$ cat src/rtl/button_operand_sequencer.sv
// Debounced push-button that steps through a fixed table of IEEE-754 operand pairs
// for a downstream FP adder, emitting a one-cycle strobe on every accepted press.
module button_operand_sequencer #(
  parameter int DEBOUNCE_CYCLES = 500000
) (
  input  logic        clk,
  input  logic        reset,
  input  logic        button,
  output logic [31:0] reg_A,
  output logic [31:0] reg_B,
  output logic        operand_valid,
  output logic [7:0]  press_count,
  output logic [2:0]  pair_index
);

  localparam int CNT_W = (DEBOUNCE_CYCLES < 2) ? 1 : $clog2(DEBOUNCE_CYCLES + 1);
  localparam logic [CNT_W-1:0] CNT_MAX = CNT_W'(DEBOUNCE_CYCLES);

  typedef enum logic [1:0] {
    IDLE,
    PRESS_WAIT,
    PRESSED,
    RELEASE_WAIT
  } state_t;

  state_t           state, state_nxt;
  logic [CNT_W-1:0] count, count_nxt;
  logic             accept;
  logic             btn_meta, btn_sync;
  logic [2:0]       pair_nxt;

  function automatic logic [63:0] operand_lookup(input logic [2:0] idx);
    logic [63:0] ab;
    case (idx)
      3'd0:    ab = {32'h3F800000, 32'h40000000};
      3'd1:    ab = {32'h40490FDB, 32'hC0490FDB};
      3'd2:    ab = {32'h7F800000, 32'h3F800000};
      3'd3:    ab = {32'h00000001, 32'h00000001};
      3'd4:    ab = {32'h7F7FFFFF, 32'h7F7FFFFF};
      3'd5:    ab = {32'h7FC00000, 32'h3F800000};
      3'd6:    ab = {32'h80000000, 32'h00000000};
      default: ab = {32'h3F800000, 32'hBF800000};
    endcase
    return ab;
  endfunction

  // Stage: two-flop synchroniser for the asynchronous button level
  always_ff @(posedge clk or negedge reset) begin
    if (!reset) begin
      btn_meta <= 1'b0;
      btn_sync <= 1'b0;
    end else begin
      btn_meta <= button;
      btn_sync <= btn_meta;
    end
  end

  // Stage: debounce FSM, a level change needs DEBOUNCE_CYCLES+1 agreeing samples
  always_ff @(posedge clk or negedge reset) begin
    if (!reset) begin
      state <= IDLE;
      count <= '0;
    end else begin
      state <= state_nxt;
      count <= count_nxt;
    end
  end

  always_comb begin
    state_nxt = state;
    count_nxt = count;
    accept    = 1'b0;
    case (state)
      IDLE: begin
        if (btn_sync) begin
          state_nxt = PRESS_WAIT;
          count_nxt = CNT_W'(1);
        end else begin
          count_nxt = '0;
        end
      end
      PRESS_WAIT: begin
        if (!btn_sync) begin
          state_nxt = IDLE;
          count_nxt = '0;
        end else if (count == CNT_MAX) begin
          state_nxt = PRESSED;
          count_nxt = '0;
          accept    = 1'b1;
        end else begin
          count_nxt = count + CNT_W'(1);
        end
      end
      PRESSED: begin
        if (!btn_sync) begin
          state_nxt = RELEASE_WAIT;
          count_nxt = CNT_W'(1);
        end else begin
          count_nxt = '0;
        end
      end
      RELEASE_WAIT: begin
        if (btn_sync) begin
          state_nxt = PRESSED;
          count_nxt = '0;
        end else if (count == CNT_MAX) begin
          state_nxt = IDLE;
          count_nxt = '0;
        end else begin
          count_nxt = count + CNT_W'(1);
        end
      end
      default: begin
        state_nxt = IDLE;
        count_nxt = '0;
      end
    endcase
  end

  assign pair_nxt = pair_index + 3'd1;

  // Stage: operand registers, all updated together on the accepting edge
  always_ff @(posedge clk or negedge reset) begin
    if (!reset) begin
      pair_index    <= 3'd0;
      reg_A         <= 32'h3F800000;
      reg_B         <= 32'h40000000;
      press_count   <= 8'd0;
      operand_valid <= 1'b0;
    end else begin
      operand_valid <= accept;
      if (accept) begin
        pair_index     <= pair_nxt;
        {reg_A, reg_B} <= operand_lookup(pair_nxt);
        press_count    <= press_count + 8'd1;
      end
    end
  end

endmodule
$ cat config.mk
export PLATFORM = sky130hd
export DESIGN_NAME = button_operand_sequencer
export DESIGN_NICKNAME = d
export VERILOG_FILES = /design/src/rtl/button_operand_sequencer.sv
export SDC_FILE = /design/constraint.sdc
export NUM_CORES = 1
export LEC_CHECK = 0
export BUFFER_PORTS_ARGS = -buffer_cell sky130_fd_sc_hd__buf_2
export CORE_UTILIZATION = 52
export DETAILED_ROUTE_END_ITERATION = 6
export GPL_ROUTABILITY_DRIVEN = 1
export HOLD_SLACK_MARGIN = 0.06
export PLACE_DENSITY = 0.77
export SYNTH_ARGS = -nofsm -noshare
export SYNTH_HDL_FRONTEND = slang
export SYNTH_SLANG_ARGS = --single-unit
$ cat constraint.sdc
create_clock -name clk -period 2.5 [get_ports clk]
set_input_delay 0 -clock clk [delete_from_list [all_inputs] [get_ports clk]]
set_output_delay 0 -clock clk [all_outputs]
set_load 0.01 [all_outputs]
Word-level counts from Yosys, hierarchy flattened:

Cells that the tools add are included.

* register bits: 99
* input port bits: 3
* word-level logic and storage cells: 46

* equal/unequal tests: 14
* reductions and logical operators: 3
* mux-type cells: 17
* add/sub/neg operators: 3

Operators by type and width (count)
* $pmux 64 s7: 1
* $pmux 19 s4: 1
* $mux 19: 3
* $add 19x1->19 const B: 1
* $eq 19x19->1 const B: 1
* $mux 2: 6
* $eq 3x3->1 const B: 3
* $add 8x1->8 const B: 1
* $pmux 2 s4: 1
* $eq 3x2->1 const B: 2
* $ne 3x3->1 const B: 2
* $mux 1: 5
* $eq 2x2->1 const B: 2
* $ne 2x2->1 const B: 2
* $reduce_and 4->1: 1
* $add 3x1->3 const B: 1
* $eq 3x1->1 const B: 1
* $logic_not 3->1: 1
* $eq 2x1->1 const B: 1
* $logic_not 2->1: 1

Longest topological paths before layout:

* depth in word-level cells: 4
* mapped depth: 7
* depth with buffers taken out: 6

Least setup slack after synthesis:

Ideal clock, no wire load.

* path kind: register to register
* start point: register pair_index[0]
* end point: register reg_B[29]
* setup time: 0.125 ns
* arrival time: 1.973 ns
* path buffers: 1
* cell stages (with the launch flop): 8
* setup slack: 0.402 ns
* cells stage by stage: dfrtp_1 -> ha_1 -> ha_1 -> buf_2 -> mux2i_1 -> a221oi_1 -> nand2b_1 -> mux2_2

* longest elaborated chain between the ends: 3

Ends and longest elaborated chain
* from (decl): line 13 `output logic [2:0] pair_index`
* from (signal assigned): line 133 `pair_index <= pair_nxt;`
* $add 3x1->3 (*): line 120 `assign pair_nxt = pair_index + 3'd1;`
* $eq 3x3->1, or another cell as far along: line 34 `case (idx)`
* $pmux 64 s7 (*): line 34
* to (signal assigned): line 134 `{reg_A, reg_B} <= operand_lookup(pair_nxt);`
* to (decl): line 10 `output logic [31:0] reg_B,`

Every way passes the cells marked *; elsewhere a longest branch is shown, timed or not.
A chain may end at the register's enable or synchronous reset.

Final worst setup path:

* start point: register pair_index[0]
* end point: register reg_A[22]

* longest elaborated chain between the ends: 3

Ends and longest elaborated chain
* $add 3x1->3 (*): line 120
* $eq 3x3->1, or another cell as far along: line 34
* $pmux 64 s7 (*): line 34
* to (signal assigned): line 134
* to (decl): line 9 `output logic [31:0] reg_A,`

Marks and branches as above.

==> metrics.txt <==
# TYPE chip_impl_metric gauge
chip_impl_metric{name="internal-power",unit="uW"} 972
chip_impl_metric{name="power.switching_fraction",unit="%"} 22.8
chip_impl_info{name="yosys.cell_count.top_type",value="buf_4"} 1
chip_impl_metric{name="sequentialPowerShare",unit="%"} 61.0
chip_impl_info{name="outcome",value="complete, no violations"} 1
chip_impl_info{name="tritoncts",value="built"} 1
chip_impl_metric{name="final_design_area_no_fill",unit="sq um"} 2940
chip_impl_info{name="grt_setup_unrepaired",value="no"} 1
chip_impl_metric{name="gp_routability_congestion",unit=""} 0.758
chip_impl_metric{name="worstPathMaxFanout",unit=""} 8
chip_impl_metric{name="cts.sink_count",unit=""} 47
chip_impl_info{name="timing_worst_setup_path_type",value="reg2reg"} 1
chip_impl_info{name="worst_path_dominant_cell_family",value="adder cells"} 1
chip_impl_metric{name="synth_cell_type_count",unit=""} 41
chip_impl_metric{name="combinational_power_share",unit="%"} 2.9
chip_impl_metric{name="net-switching-power",unit="uW"} 287
chip_impl_metric{name="syn2layout_area_growth",unit="%"} 5.99
chip_impl_metric{name="hold-path-cell-count",unit=""} 2
chip_impl_metric{name="dieHeight",unit="um"} 75.1
chip_impl_metric{name="synth-seq-area-share",unit="%"} 42.5
chip_impl_metric{name="finalNetCount",unit=""} 311
chip_impl_info{name="min_to",value="btn_meta"} 1
chip_impl_info{name="synth_area_leaders",value="dfrtp_1 40%, buf_4 15%, xor2_1 5.0%"} 1
chip_impl_metric{name="remaining_drc_errors",unit=""} 0
chip_impl_info{name="maxUsedRoutingLayer",value="met4"} 1
chip_impl_metric{name="clockPowerShare",unit="%"} 36.1
chip_impl_metric{name="multi_input_area",unit="sq um"} 1110
chip_impl_metric{name="timing.max_slew.rel_slack",unit="%"} 31.4
chip_impl_metric{name="asyncSetResetFlopFracSynth",unit="%"} 100
chip_impl_metric{name="buffers_and_inverters_on_the_worst_path",unit=""} 0
chip_impl_metric{name="leakage_power",unit="uW"} 0.00159
chip_impl_info{name="crit_path_cell_trace",value="ha_1, ha_1, mux2i_1, nand2_1, a21oi_1, mux2i_1"} 1
chip_impl_info{name="regToRegEndpoint",value="reg_A[22]"} 1
chip_impl_metric{name="power_density",unit="nW/um^2"} 428
chip_impl_metric{name="finalCritPeriodShare",unit="%"} 89.3
chip_impl_metric{name="clock_insertion_delay_worst_skew",unit="ns"} 0.30
chip_impl_info{name="endpoint_kind",value="register"} 1
chip_impl_metric{name="cts_made_buffers",unit=""} 5
chip_impl_info{name="min-delay-path-class",value="in2reg"} 1
chip_impl_metric{name="mean_number_of_vias_per_cell",unit=""} 5.18
chip_impl_metric{name="antenna_violations_before_repair",unit=""} 0
chip_impl_info{name="synth_top_cells_by_count",value="55 x buf_4, 44 x dfrtp_1, 16 x xor2_1"} 1
chip_impl_metric{name="worst_ir_drop_vdd",unit="mV"} 0.207
chip_impl_metric{name="first_global_vias",unit=""} 1665
chip_impl_metric{name="drive_above_1_share",unit="%"} 36.7
chip_impl_metric{name="detailed_place.area",unit="sq um"} 2830
chip_impl_metric{name="max_cap_violations",unit=""} 0
chip_impl_info{name="critical-path-slowest-cell",value="ha_1"} 1
chip_impl_metric{name="via_count",unit=""} 1917
chip_impl_metric{name="hold_viol_final",unit=""} 0
chip_impl_metric{name="wl_met2",unit="um"} 2270
chip_impl_metric{name="worst-slew-pin-transition",unit="ns"} 1.03
chip_impl_info{name="yosys.area.top_type",value="dfrtp_1"} 1
chip_impl_metric{name="ys.warnings.count",unit=""} 0
chip_impl_metric{name="post_layout_nonfiller_instances",unit=""} 370
chip_impl_metric{name="drt_iter0_drc",unit=""} 77
chip_impl_metric{name="setup.reg_to_reg.worst_slack",unit="ns"} 0.27
chip_impl_metric{name="floorplan.die.width",unit="um"} 75.1
chip_impl_metric{name="yosys_register_bits",unit=""} 47
chip_impl_metric{name="diodes",unit=""} 0
chip_impl_metric{name="clk_pin_slew",unit="ns"} 0.09
chip_impl_metric{name="synth.avg_cell_area",unit="sq um"} 10.4
chip_impl_metric{name="rows",unit=""} 26
chip_impl_metric{name="initial_core_util",unit="%"} 54.0
chip_impl_metric{name="floorplan.core_area",unit="sq um"} 5140
chip_impl_metric{name="netlist_area",unit="sq um"} 2780
chip_impl_info{name="synth_ff_type",value="dfrtp_1"} 1
chip_impl_metric{name="final.min_clock_period",unit="ns"} 2.23
chip_impl_metric{name="synth_cells",unit=""} 268
chip_impl_info{name="source_of_the_worst_register_to_register_timing_path",value="pair_index[0]"} 1
chip_impl_metric{name="wl_per_cell",unit="um"} 12.8
chip_impl_metric{name="critical_path_arrival",unit="ns"} 2.41
chip_impl_metric{name="met3RoutedLength",unit="um"} 155
chip_impl_info{name="crit_path_start_kind",value="register"} 1
chip_impl_metric{name="grt_first_pass_wirelength",unit="um"} 7480
chip_impl_metric{name="first_pass_iteration_count_of_the_detailed_router",unit=""} 4
chip_impl_metric{name="max_freq",unit="MHz"} 448
chip_impl_metric{name="clock_tree.buffer_depth",unit=""} 2
chip_impl_metric{name="register_to_register_path_depth",unit=""} 6
chip_impl_metric{name="place.detailed.hpwl",unit="um"} 3280
chip_impl_info{name="min-delay-start",value="button"} 1
chip_impl_metric{name="count_of_final_max_slew_check_failures",unit=""} 0
chip_impl_metric{name="total_track_usage",unit="%"} 17.3
chip_impl_info{name="clock_tree.root_cell",value="clkbuf_8"} 1
chip_impl_metric{name="finClkSkew",unit="ns"} 0.00603
chip_impl_metric{name="post_cts.repair.setup_buffers",unit=""} 0
chip_impl_metric{name="worst-endpoint-required",unit="ns"} 2.68
chip_impl_metric{name="wl_met1",unit="um"} 2260
chip_impl_metric{name="die_area",unit="sq um"} 5640
chip_impl_metric{name="final-setup-viol-count",unit=""} 0
chip_impl_metric{name="io-pin-count",unit=""} 79
chip_impl_metric{name="largest_stage_delay_worst_path",unit="ns"} 0.47
chip_impl_metric{name="number_of_h_tree_levels",unit=""} 2
chip_impl_metric{name="filler_cell_count",unit=""} 476
chip_impl_metric{name="synth_nets",unit=""} 280
chip_impl_metric{name="grt_start_max_net_pins",unit=""} 48
chip_impl_metric{name="number_of_buffers_inserted_by_port_buffering",unit=""} 78
chip_impl_metric{name="register_area",unit="sq um"} 1180
chip_impl_metric{name="yosysTopAreaCellShare",unit="%"} 39.6
chip_impl_metric{name="synth_edf_count",unit=""} 0
chip_impl_metric{name="timing.setup.tns",unit="ns"} 0
chip_impl_metric{name="wirelength",unit="um"} 4720
chip_impl_metric{name="global_route.overflow_total",unit=""} 0
chip_impl_metric{name="drtAntennaViolNets",unit=""} 0
chip_impl_metric{name="post-place-cells",unit=""} 360
## worst max path at each step
stage | startpoint | to | slack [ns] | depth (start not counted)
floorplan | pair_index[0] | reg_B[29] | 0.40 | 7
global placement | pair_index[0] | reg_B[29] | 0.34 | 6
detailed placement | pair_index[0] | reg_B[29] | 0.25 | 6
CTS | pair_index[0] | reg_B[29] | 0.21 | 6
global route | pair_index[0] | reg_B[29] | 0.11 | 6
finish | pair_index[0] | reg_A[22] | 0.27 | 6
## power groups by stage
stage / combinational, uW / clock [uW] / sequential (uW)
finish: 36.9 / 455 / 768
global route: 43.2 / 507 / 769
CTS: 38.3 / 472 / 768
detailed placement: 36.1 / 0 / 783
global placement: 35.3 / 0 / 782
floorplan: 15.4 / 0 / 782
## per-layer routing
layer / GRT usage (%) / up-vias
li1: - / 925
met1: 22.7 / 944
met2: 28.8 / 44
met3: 4.15 / 4
met4: 4.61 / 0
met5: 0 / -
## logic make-up after synthesis
group / synth area share (%)
XOR/XNOR: 5.99
AO/OA/AOI/OAI: 5.00
flip-flops: 42.5
AND/OR/NAND/NOR: 17.3
multiplexers: 7.25
adder cells (fa/ha/maj): 4.05
buffers and inverters: 17.9
## flip-flops by register name (all words and copies together) (netlist names), named ones only
name and cells:
press_count 8, btn_sync 1, state 1, count 19, pair_index 3, btn_meta 1, reg_A 8, operand_valid 1
reg_B 4
## cell usage in the layout (no fill, tap or decap), drive strengths merged, types with 2 or more instances in the layout
master	instances
buf	80
dfrtp	44
xor2	16
nor2	15
inv	14
nand2	13
mux2	11
a21oi	9
ha	9
nand4	9
nand3	8
nor3	7
mux2i	7
o21ai	7
clkbuf	5
or3	4
nor4b	4
nor2b	3
xnor2	3
and3	3
o31ai	3
or4	3
dfstp	3
and2	2
and4	2
nor4	2
nand2b	2
clkinv	2
dlygate4sd3	2
## repair_timing
item	in CTS	in global routing
hold buffers	2	0
setup endpoints to repair	0	1
resized for setup	0	1
hold endpoints to repair	45	0
## area by class of cell
cell class / count / area share (%)
clock buffer: 5 / 2.34
sequential: 47 / 40.1
multi-input combinational: 150 / 37.9
inverter: 13 / 1.66
tap: 70 / 2.97
timing repair buffer: 82 / 14.4
clock inverter: 3 / 0.637
## stage by stage
stage               setup WS, ns  total power [uW]  hold WS [ns]  utilization (%)
floorplan                  0.402               797        -0.296                -
global placement           0.339               818         0.111             55.1
detailed placement         0.250               819         0.116             55.1
CTS                        0.206              1280         0.329             57.2
global route               0.110              1320         0.342             57.3
finish                     0.269              1260         0.339             57.3
Power figures use the tool's default switching activity.
